<file path="src/rtl/fifo_arb_pkg.sv">
// Shared types and helpers for the round-robin FIFO write arbiter.
package fifo_arb_pkg;

  typedef enum logic [0:0] {
    IDLE  = 1'b0,
    GRANT = 1'b1
  } arb_state_t;

  // An index into a single-entry vector still needs one bit.
  function automatic int idx_width(input int n);
    return (n > 1) ? $clog2(n) : 1;
  endfunction

endpackage

</file>
<file path="src/rtl/rr_priority_picker.sv">
// Combinational round-robin search: first set request after last_grant, with wrap.
module rr_priority_picker
  import fifo_arb_pkg::*;
#(
  parameter int NUM_REQ = 4
) (
  input  logic [NUM_REQ-1:0]             req,
  input  logic [idx_width(NUM_REQ)-1:0]  last_grant,
  output logic                           found,
  output logic [idx_width(NUM_REQ)-1:0]  index
);

  localparam int IDX_W = idx_width(NUM_REQ);

  int               cand;
  logic [IDX_W-1:0] cand_idx;

  always_comb begin
    found    = 1'b0;
    index    = '0;
    cand     = 0;
    cand_idx = '0;
    // Offset NUM_REQ lands back on last_grant, so it is checked last.
    for (int k = 1; k <= NUM_REQ; k++) begin
      cand     = (int'(last_grant) + k) % NUM_REQ;
      cand_idx = IDX_W'(cand);
      if (!found && req[cand_idx]) begin
        found = 1'b1;
        index = cand_idx;
      end
    end
  end

endmodule

</file>
<file path="src/rtl/fifo_rr_wr_arbiter.sv">
// Round-robin arbiter sharing one FIFO write port among NUM_REQ valid/ready producers.
module fifo_rr_wr_arbiter
  import fifo_arb_pkg::*;
#(
  parameter int NUM_REQ    = 4,
  parameter int DATA_WIDTH = 8,
  parameter int MAX_BURST  = 4
) (
  input  logic                            clk,
  input  logic                            rst,
  input  logic [NUM_REQ-1:0]              req_valid,
  input  logic [NUM_REQ*DATA_WIDTH-1:0]   req_data,
  output logic [NUM_REQ-1:0]              req_ready,
  input  logic                            fifo_full,
  output logic                            fifo_wr_en,
  output logic [DATA_WIDTH-1:0]           fifo_data_in,
  output logic [idx_width(NUM_REQ)-1:0]   grant_id,
  output logic                            grant_active
);

  localparam int               IDX_W     = idx_width(NUM_REQ);
  localparam int               CNT_W     = $clog2(MAX_BURST + 1);
  localparam logic [CNT_W-1:0] LAST_BEAT = CNT_W'(MAX_BURST - 1);
  localparam logic [IDX_W-1:0] LAST_INIT = IDX_W'(NUM_REQ - 1);

  arb_state_t            state;
  logic [IDX_W-1:0]      last_grant;
  logic [CNT_W-1:0]      beat_cnt;
  logic [DATA_WIDTH-1:0] data_hold;
  logic [DATA_WIDTH-1:0] words [NUM_REQ];
  logic                  pick_found;
  logic [IDX_W-1:0]      pick_idx;
  logic                  holder_valid;
  logic [DATA_WIDTH-1:0] holder_data;
  logic                  handshake;
  logic                  release_grant;

  always_comb begin
    for (int i = 0; i < NUM_REQ; i++) begin
      words[i] = req_data[i*DATA_WIDTH +: DATA_WIDTH];
    end
  end

  rr_priority_picker #(
    .NUM_REQ (NUM_REQ)
  ) u_picker (
    .req        (req_valid),
    .last_grant (last_grant),
    .found      (pick_found),
    .index      (pick_idx)
  );

  assign grant_active  = (state == GRANT);
  assign holder_valid  = req_valid[grant_id];
  assign holder_data   = words[grant_id];
  assign handshake     = grant_active & holder_valid & ~fifo_full;
  assign release_grant = (handshake && (beat_cnt == LAST_BEAT)) || !holder_valid;

  // The write port is driven straight from the holder so a word is accepted the cycle it is seen.
  assign fifo_wr_en   = handshake;
  assign fifo_data_in = handshake ? holder_data : data_hold;

  always_comb begin
    req_ready = '0;
    if (handshake) begin
      req_ready[grant_id] = 1'b1;
    end
  end

  always_ff @(posedge clk or posedge rst) begin
    if (rst) begin
      state      <= IDLE;
      grant_id   <= '0;
      last_grant <= LAST_INIT;
      beat_cnt   <= '0;
      data_hold  <= '0;
    end else begin
      case (state)
        IDLE: begin
          if (pick_found) begin
            grant_id <= pick_idx;
            beat_cnt <= '0;
            state    <= GRANT;
          end
        end
        GRANT: begin
          if (handshake) begin
            beat_cnt  <= beat_cnt + 1'b1;
            data_hold <= holder_data;
          end
          // A full FIFO freezes the count but a vanished holder still gives up the grant.
          if (release_grant) begin
            last_grant <= grant_id;
            state      <= IDLE;
          end
        end
        default: state <= IDLE;
      endcase
    end
  end

endmodule

</file>
<file path="config.mk">
export PLATFORM = sky130hd
export DESIGN_NAME = fifo_rr_wr_arbiter
export DESIGN_NICKNAME = d
export VERILOG_FILES = /design/src/rtl/fifo_arb_pkg.sv /design/src/rtl/rr_priority_picker.sv /design/src/rtl/fifo_rr_wr_arbiter.sv
export SDC_FILE = /design/constraint.sdc
export NUM_CORES = 1
export LEC_CHECK = 0
export ABC_AREA = 1
export CAP_MARGIN = 20
export CORE_UTILIZATION = 45
export DETAILED_ROUTE_END_ITERATION = 16
export GPL_ROUTABILITY_DRIVEN = 0
export GPL_TIMING_DRIVEN = 0
export HOLD_SLACK_MARGIN = 0.15
export PLACE_DENSITY = 0.83
export SKIP_LAST_GASP = 1
export SYNTH_ARGS = -nofsm -noshare
export SYNTH_HDL_FRONTEND = slang
export SYNTH_SLANG_ARGS = --single-unit
</file>
<file path="constraint.sdc">
create_clock -name clk -period 2.6 [get_ports clk]
set_input_delay 0.26 -clock clk [delete_from_list [all_inputs] [get_ports clk]]
set_output_delay 0.26 -clock clk [all_outputs]
set_load 0.01 [all_outputs]
</file>
# Word level (Yosys, flattened, before mapping)
# Cells that the tools add are included.
word_totals:
  register_bits: 16
  inputBits: 39
  output_inout_bits: 16
  word_cells: 69
op_classes:
  addsub: 5
  order_cmp: 7
  n_eq_ne: 3
  n_mux: 31
  bitwise: 5
  n_reduce_logical: 13
ops:
  columns: ["op", "n"]
  rows:
  - ["$mux W8", 3]
  - ["$bmux W8 S2", 1]
  - ["$lt A2 B3 Y1 const B", 5]
  - ["$mux W1", 12]
  - ["$bmux W1 S2", 5]
  - ["$mux W2", 4]
  - ["$mux W3", 2]
  - ["$pmux W3 S2", 1]
  - ["$reduce_and A2 Y1", 3]
  - ["$logic_and A1 B1 Y1", 5]
  - ["$add A2 B1 Y2 const B", 2]
  - ["$add A2 B2 Y2 const B", 2]
  - ["$logic_not A1 Y1", 4]
  - ["$mux W4", 1]
  - ["$add A3 B1 Y3 const B", 1]
  - ["$eq A3 B2 Y1 const B", 1]
  - ["$ge A3 B3 Y1 const B", 1]
  - ["$not A2 Y3", 1]
  - ["$and A1 B1 Y1", 2]
  - ["$demux W1 S2", 1]
  - ["$ge A2 B1 Y1 const B", 1]
  - ["$ne A2 B1 Y1 const B", 1]
  - ["$ne A2 B2 Y1 const B", 1]
  - ["$not A1 Y1", 2]
  - ["other kinds (2)", 2]

# Logic depth before layout (Yosys ltp)
logic_depth:
  ltp_word: 15
  depth_mapped: 11
  mapped_depth_nobuf: 11

# By module
# Synthesis repeated with hierarchy kept, for this count alone.
hier_totals:
  hier_cells: 198
  area_unflattened_um2: 1322.5
modules_own_cells:
  columns: ["module", "instances", "cells_per_inst", "area_each_um2", "seq_area_each_um2"]
  rows:
  - ["fifo_rr_wr_arbiter", 1, 149, 1032.2, 402.9]
  - ["rr_priority_picker", 1, 49, 290.3, 0.0]

# Least setup slack after synthesis
# OpenSTA, ideal clock, no wires.
synth_path:
  path_type: "register to output"
  from: "register grant_id[0]"
  to: "output port req_ready[0]"
  arrival_ns: 1.385
  required_time_ns: 2.340
  setup_slack_ns: 0.955
  stages_incl_launch_ff: 8
  n_path_buf: 2
  path_cell_list: "dfrtp_1 -> buf_4 -> inv_2 -> nand3_2 -> o2111ai_2 -> nand2_4 -> buf_6 -> nor3_1"
synth_via:
  elab_chain_len: 5
  elab_cells_between_ends: 10
  classes_between: "order compare: 2; mux: 5; bitwise: 2; reduce/logical: 1"
synth_rtl:
  columns: ["element", "line", "rtl"]
  rows:
  - ["start: declaration", "fifo_rr_wr_arbiter.sv:17", "output logic [idx_width(NUM_REQ)-1:0] grant_id,"]
  - ["start signal: assignment", "fifo_rr_wr_arbiter.sv:81", "grant_id <= pick_idx;"]
  - ["$lt A2 B3 Y1 (not written as such), or another cell as far along", "fifo_rr_wr_arbiter.sv:66", "req_ready[grant_id] = 1'b1;"]
  - ["$logic_and A1 B1 Y1 (not written as such) or $mux W1 (tied branches)", "fifo_rr_wr_arbiter.sv:66, fifo_rr_wr_arbiter.sv:54", null]
  - ["$mux W1 (not written as such) or $and A1 B1 Y1 (tied branches)", "fifo_rr_wr_arbiter.sv:66, fifo_rr_wr_arbiter.sv:56", null]
  - ["$demux W1 S2 or $and A1 B1 Y1 (tied branches)", "fifo_rr_wr_arbiter.sv:66, fifo_rr_wr_arbiter.sv:56", null]
  - ["$mux W4 *", "fifo_rr_wr_arbiter.sv:65", "if (handshake) begin"]
  - ["end: declaration", "fifo_rr_wr_arbiter.sv:13", "output logic [NUM_REQ-1:0] req_ready,"]
# Mark *: on every way between the ends. The rest lies on a longest branch, timed or not. The select of a mux whose other input is x is not followed.

# Final worst setup path
layout_path:
  from: "register grant_id[0]"
  to: "output port fifo_data_in[3]"
layout_via:
  elab_chain_len: 5
  elab_cells_between_ends: 9
  classes_between: "mux: 6; bitwise: 3"
layout_rtl:
  columns: ["element", "line", "rtl"]
  rows:
  - ["$bmux W1 S2 or $not A2 Y3 (tied branches)", "fifo_rr_wr_arbiter.sv:54, fifo_rr_wr_arbiter.sv:55", null]
  - ["$mux W1 (not written as such) or $bmux W8 S2 (tied branches)", "fifo_rr_wr_arbiter.sv:54, fifo_rr_wr_arbiter.sv:55", null]
  - ["$and A1 B1 Y1 or $mux W8 (tied branches) (2 in a row)", "fifo_rr_wr_arbiter.sv:56, fifo_rr_wr_arbiter.sv:55", null]
  - ["$mux W8 *", null, null]
  - ["end: declaration", "fifo_rr_wr_arbiter.sv:16", "output logic [DATA_WIDTH-1:0] fifo_data_in,"]
# Marked as above.

==> impl_metrics.xml <==
<?xml version="1.0" encoding="UTF-8"?>
<metrics>
  <group name="sta">
    <metric name="fin_crit_sh" unit="">0.962</metric>
    <metric name="worst_pin_slew" unit="ns">0.573</metric>
    <metric name="hold_viol_final" unit="">0</metric>
    <metric name="report.final.setup_viol" unit="">0</metric>
    <metric name="fin_hold_ws" unit="ns">0.329</metric>
    <metric name="grt_setup_unrepaired" unit="">true</metric>
    <metric name="finalMaxSlewViolations" unit="">0</metric>
    <metric name="slew_headroom" unit="">0.617</metric>
    <metric name="max_freq" unit="MHz">400</metric>
    <metric name="layout_min_cycle_time" unit="ns">2.50</metric>
    <metric name="finClkSkew" unit="ns">0.00237</metric>
  </group>
  <group name="layout">
    <metric name="most_used_cells_in_the_layout_excluding_fill_and_tap_cells" unit="">nand2_1 (78), clkdlybuf4s50_1 (53), nand3_1 (39)</metric>
    <metric name="final_nets" unit="">308</metric>
    <metric name="stdcell_count" unit="">297</metric>
    <metric name="drive_above_1_share" unit="">0.162</metric>
    <metric name="flow.area_growth_from_synthesis" unit="%">48.9</metric>
    <metric name="layout.filler_cells" unit="">244</metric>
    <metric name="antenna-diode-count" unit="">0</metric>
    <metric name="mostFrequentLayoutCell" unit="">nand2_1</metric>
  </group>
  <group name="critical_path">
    <metric name="cp_cell_sequence" unit="">buf_4 -&gt; nand2_1 -&gt; o2111ai_2 -&gt; nand2_4 -&gt; inv_2 -&gt; buf_6 -&gt; nand2_2 -&gt; nand2_1 -&gt; clkdlybuf4s50_1</metric>
    <metric name="cpLargestDelayFamily" unit="">buffers and inverters</metric>
    <metric name="maximum_fanout_along_the_worst_path" unit="">10</metric>
    <metric name="worst_ep_arrival_time" unit="ns">2.24</metric>
    <metric name="cp-startpoint" unit="">grant_id[0]</metric>
    <metric name="critical-path-top-cell-by-count" unit="">nand2_1</metric>
    <metric name="worst_r2r_startpoint" unit="">last_grant[0]</metric>
    <metric name="worst_setup_path_end_kind" unit="">output port</metric>
    <metric name="critical_path_source_type" unit="">register</metric>
    <metric name="worstSetupPathType" unit="">register to output port</metric>
    <metric name="crit_path_top_delay_cell" unit="">clkdlybuf4s50_1</metric>
    <metric name="cp.required" unit="ns">2.34</metric>
    <metric name="timing.critical_path.buf_inv" unit="">4</metric>
    <metric name="worst_case_register_to_register_setup_slack" unit="ns">1.03</metric>
    <metric name="worst_path_largest_cell_delay" unit="ns">0.53</metric>
  </group>
  <group name="synth">
    <metric name="yosys_register_bits" unit="">16</metric>
    <metric name="synth_area" unit="um2">1340</metric>
    <metric name="yosysTopAreaCell" unit="">dfrtp_1</metric>
    <metric name="yosys.area.top_type_share" unit="">0.262</metric>
    <metric name="synthCells" unit="">204</metric>
    <metric name="synth_seq_area_share" unit="">0.301</metric>
    <metric name="post_synth_main_area_contributors" unit="">dfrtp_1 (26%), nand2_1 (22%), nand3_1 (15%)</metric>
    <metric name="synth.lib_cells_used.distinct" unit="">23</metric>
    <metric name="avgSynthCellArea" unit="um2">6.56</metric>
    <metric name="synth.yosys.warnings" unit="">0</metric>
    <metric name="syn-num-nets" unit="">245</metric>
  </group>
  <group name="detailed_routing">
    <metric name="drt_wl_total" unit="mm">3.55</metric>
    <metric name="detailedRoute.firstPassIterationCount" unit="">5</metric>
    <metric name="drt_iter0_drc" unit="">59</metric>
    <metric name="detail_route.wl_per_cell" unit="um">11.9</metric>
    <metric name="avgViaCountPerCell" unit="">5.11</metric>
    <metric name="final_antenna_net_count" unit="">0</metric>
    <metric name="vias" unit="">1518</metric>
    <metric name="drcViolationCount" unit="">0</metric>
  </group>
  <group name="die">
    <metric name="chip_width" unit="um">56.5</metric>
    <metric name="initial_utilization" unit="">0.481</metric>
    <metric name="floorplan.io_pins" unit="">55</metric>
    <metric name="floorplan.die.height" unit="um">56.5</metric>
    <metric name="floorplan.die_area" unit="um2">3190</metric>
    <metric name="placementRows" unit="">19</metric>
    <metric name="total_core_area" unit="um2">2780</metric>
  </group>
  <group name="place">
    <metric name="numPlacedInstances" unit="">289</metric>
    <metric name="placement.io_buffers" unit="">54</metric>
    <metric name="dp_hpwl" unit="mm">2.69</metric>
  </group>
  <group name="global_routing">
    <metric name="grt_start_max_net_pins" unit="">17</metric>
    <metric name="grt_overflow" unit="">0</metric>
    <metric name="initial_antenna_violation_count" unit="">0</metric>
    <metric name="grt_first_pass_wirelength" unit="mm">5.98</metric>
    <metric name="grtUsageTotal" unit="">0.234</metric>
    <metric name="first_global_vias" unit="">1343</metric>
  </group>
  <group name="clock_network">
    <metric name="clock_tree_from_tritoncts" unit="">done</metric>
    <metric name="cts_max_path_buffers" unit="">2</metric>
    <metric name="path_clk_slew" unit="ns">0.09</metric>
    <metric name="clockRootBuffer" unit="">clkbuf_4</metric>
    <metric name="cts.sinks" unit="">16</metric>
    <metric name="clock_tree.htree_level_count" unit="">1</metric>
    <metric name="clk-insertion-delay-late" unit="ns">0.28</metric>
    <metric name="cts_inserted_buffers" unit="">3</metric>
    <metric name="post_cts_hold_buffer_count" unit="">0</metric>
  </group>
  <group name="job">
    <metric name="cap_violations" unit="">0</metric>
  </group>
  <group name="power">
    <metric name="power.ir.vdd_worst" unit="mV">0.970</metric>
    <metric name="power.density_cell_area" unit="nW/um2">1050</metric>
    <metric name="leakagePower" unit="nW">1.01</metric>
    <metric name="total_power" unit="mW">2.10</metric>
  </group>
  <group name="worst_hold_path">
    <metric name="worstHoldPathType" unit="">input port to asynchronous set/reset pin</metric>
  </group>
  <group name="outcome">
    <metric name="outcome" unit="">finished clean</metric>
  </group>
</metrics>
## power breakdown
part	internal (mW)	total (mW)	switching [mW]
Sequential	0.363	0.429	0.0661
Combinational	0.635	1.51	0.871
Clock	0.0853	0.163	0.0775
Total	1.08	2.10	1.01
## cell usage after synthesis
cell and count:
inv_1 13, nor2_8 1, buf_6 3, inv_2 6
o21ai_0 1, nor3_1 3, buf_4 2, o2111ai_2 1
clkbuf_1 4, dfstp_2 2, nor2_1 3, nand2_1 78
nand3_1 39, ha_1 2, a21oi_1 1, nand3_2 2
nand4_1 10, nand2_2 14, dfrtp_1 14, or2_1 1
nor2_4 1, nand2_4 2, o21ai_1 1
## metrics by stage
| step | util | cell area [um2] | setup slack (ns) | setup TNS (ns) |
|---|---|---|---|---|
| 2_1_floorplan | - | 1340 | 0.955 | 0 |
| 3_3_place_gp | 0.689 | 1920 | 0.170 | 0 |
| 3_5_place_dp | 0.689 | 1920 | 0.175 | 0 |
| 4_1_cts | 0.702 | 1950 | 0.0562 | 0 |
| 5_1_grt | 0.716 | 1990 | -0.0198 | -0.0366 |
| 6_report | 0.716 | 1990 | 0.0986 | 0 |
## layout make-up
type / instances / area (um2) / area share
repair buffers: 58 / 573 / 0.288
clock buffers: 4 / 36.3 / 0.0182
plain buffers: 9 / 65.1 / 0.0327
flip-flops and latches: 16 / 403 / 0.202
inverters: 19 / 76.3 / 0.0383
well taps: 31 / 38.8 / 0.0195
multi-input cells: 160 / 800 / 0.401
## routing by layer
metal / track usage / up-vias / wire (um)
li1: - / 785 / -
met1: 0.298 / 686 / 1540
met2: 0.413 / 47 / 1800
met3: 0.0645 / 0 / 206
met4: 0.0105 / 0 / 0
met5: 0 / - / 0
## worst paths after layout
| path | endpoint | cells after the start |
|---|---|---|
| min in group clk | data_hold[5] | 2 |
| worst min register to register | data_hold[5] | 2 |
| max in group asynchronous | last_grant[1] | 2 |
| worst max register to register | grant_id[1] | 10 |
| worst min-delay path | data_hold[1] | 2 |
| worst max-delay path | fifo_data_in[3] | 9 |
## worst register-to-register path, stage by stage, from the launching register on
cell and delay, ns:
dfstp_2 0.54, buf_4 0.17, nand2_1 0.08, nand3_1 0.11, nand2_1 0.09, nor2_4 0.12
nand3_2 0.10, nand2_4 0.11, inv_2 0.04, nand2_1 0.06, nand2_1 0.05
## registers in the layout (all words and copies together), names as in the netlist
register,cells
beat_cnt,3
data_hold,8
grant_active,1
grant_id,2
last_grant,2
## cell families after synthesis
group	Yosys count	share of synthesized area
flip-flops	16	0.301
adder cells (fa/ha/maj)	2	0.0187
AND/OR/NAND/NOR	154	0.557
buffers and inverters	28	0.101
AO/OA/AOI/OAI	4	0.0224
## timing repair
action | in CTS | in global routing
endpoints found under the setup margin | 0 | 9
setup buffers | 0 | 4
gates resized for setup | 0 | 5
Power figures use the tool's default switching activity.
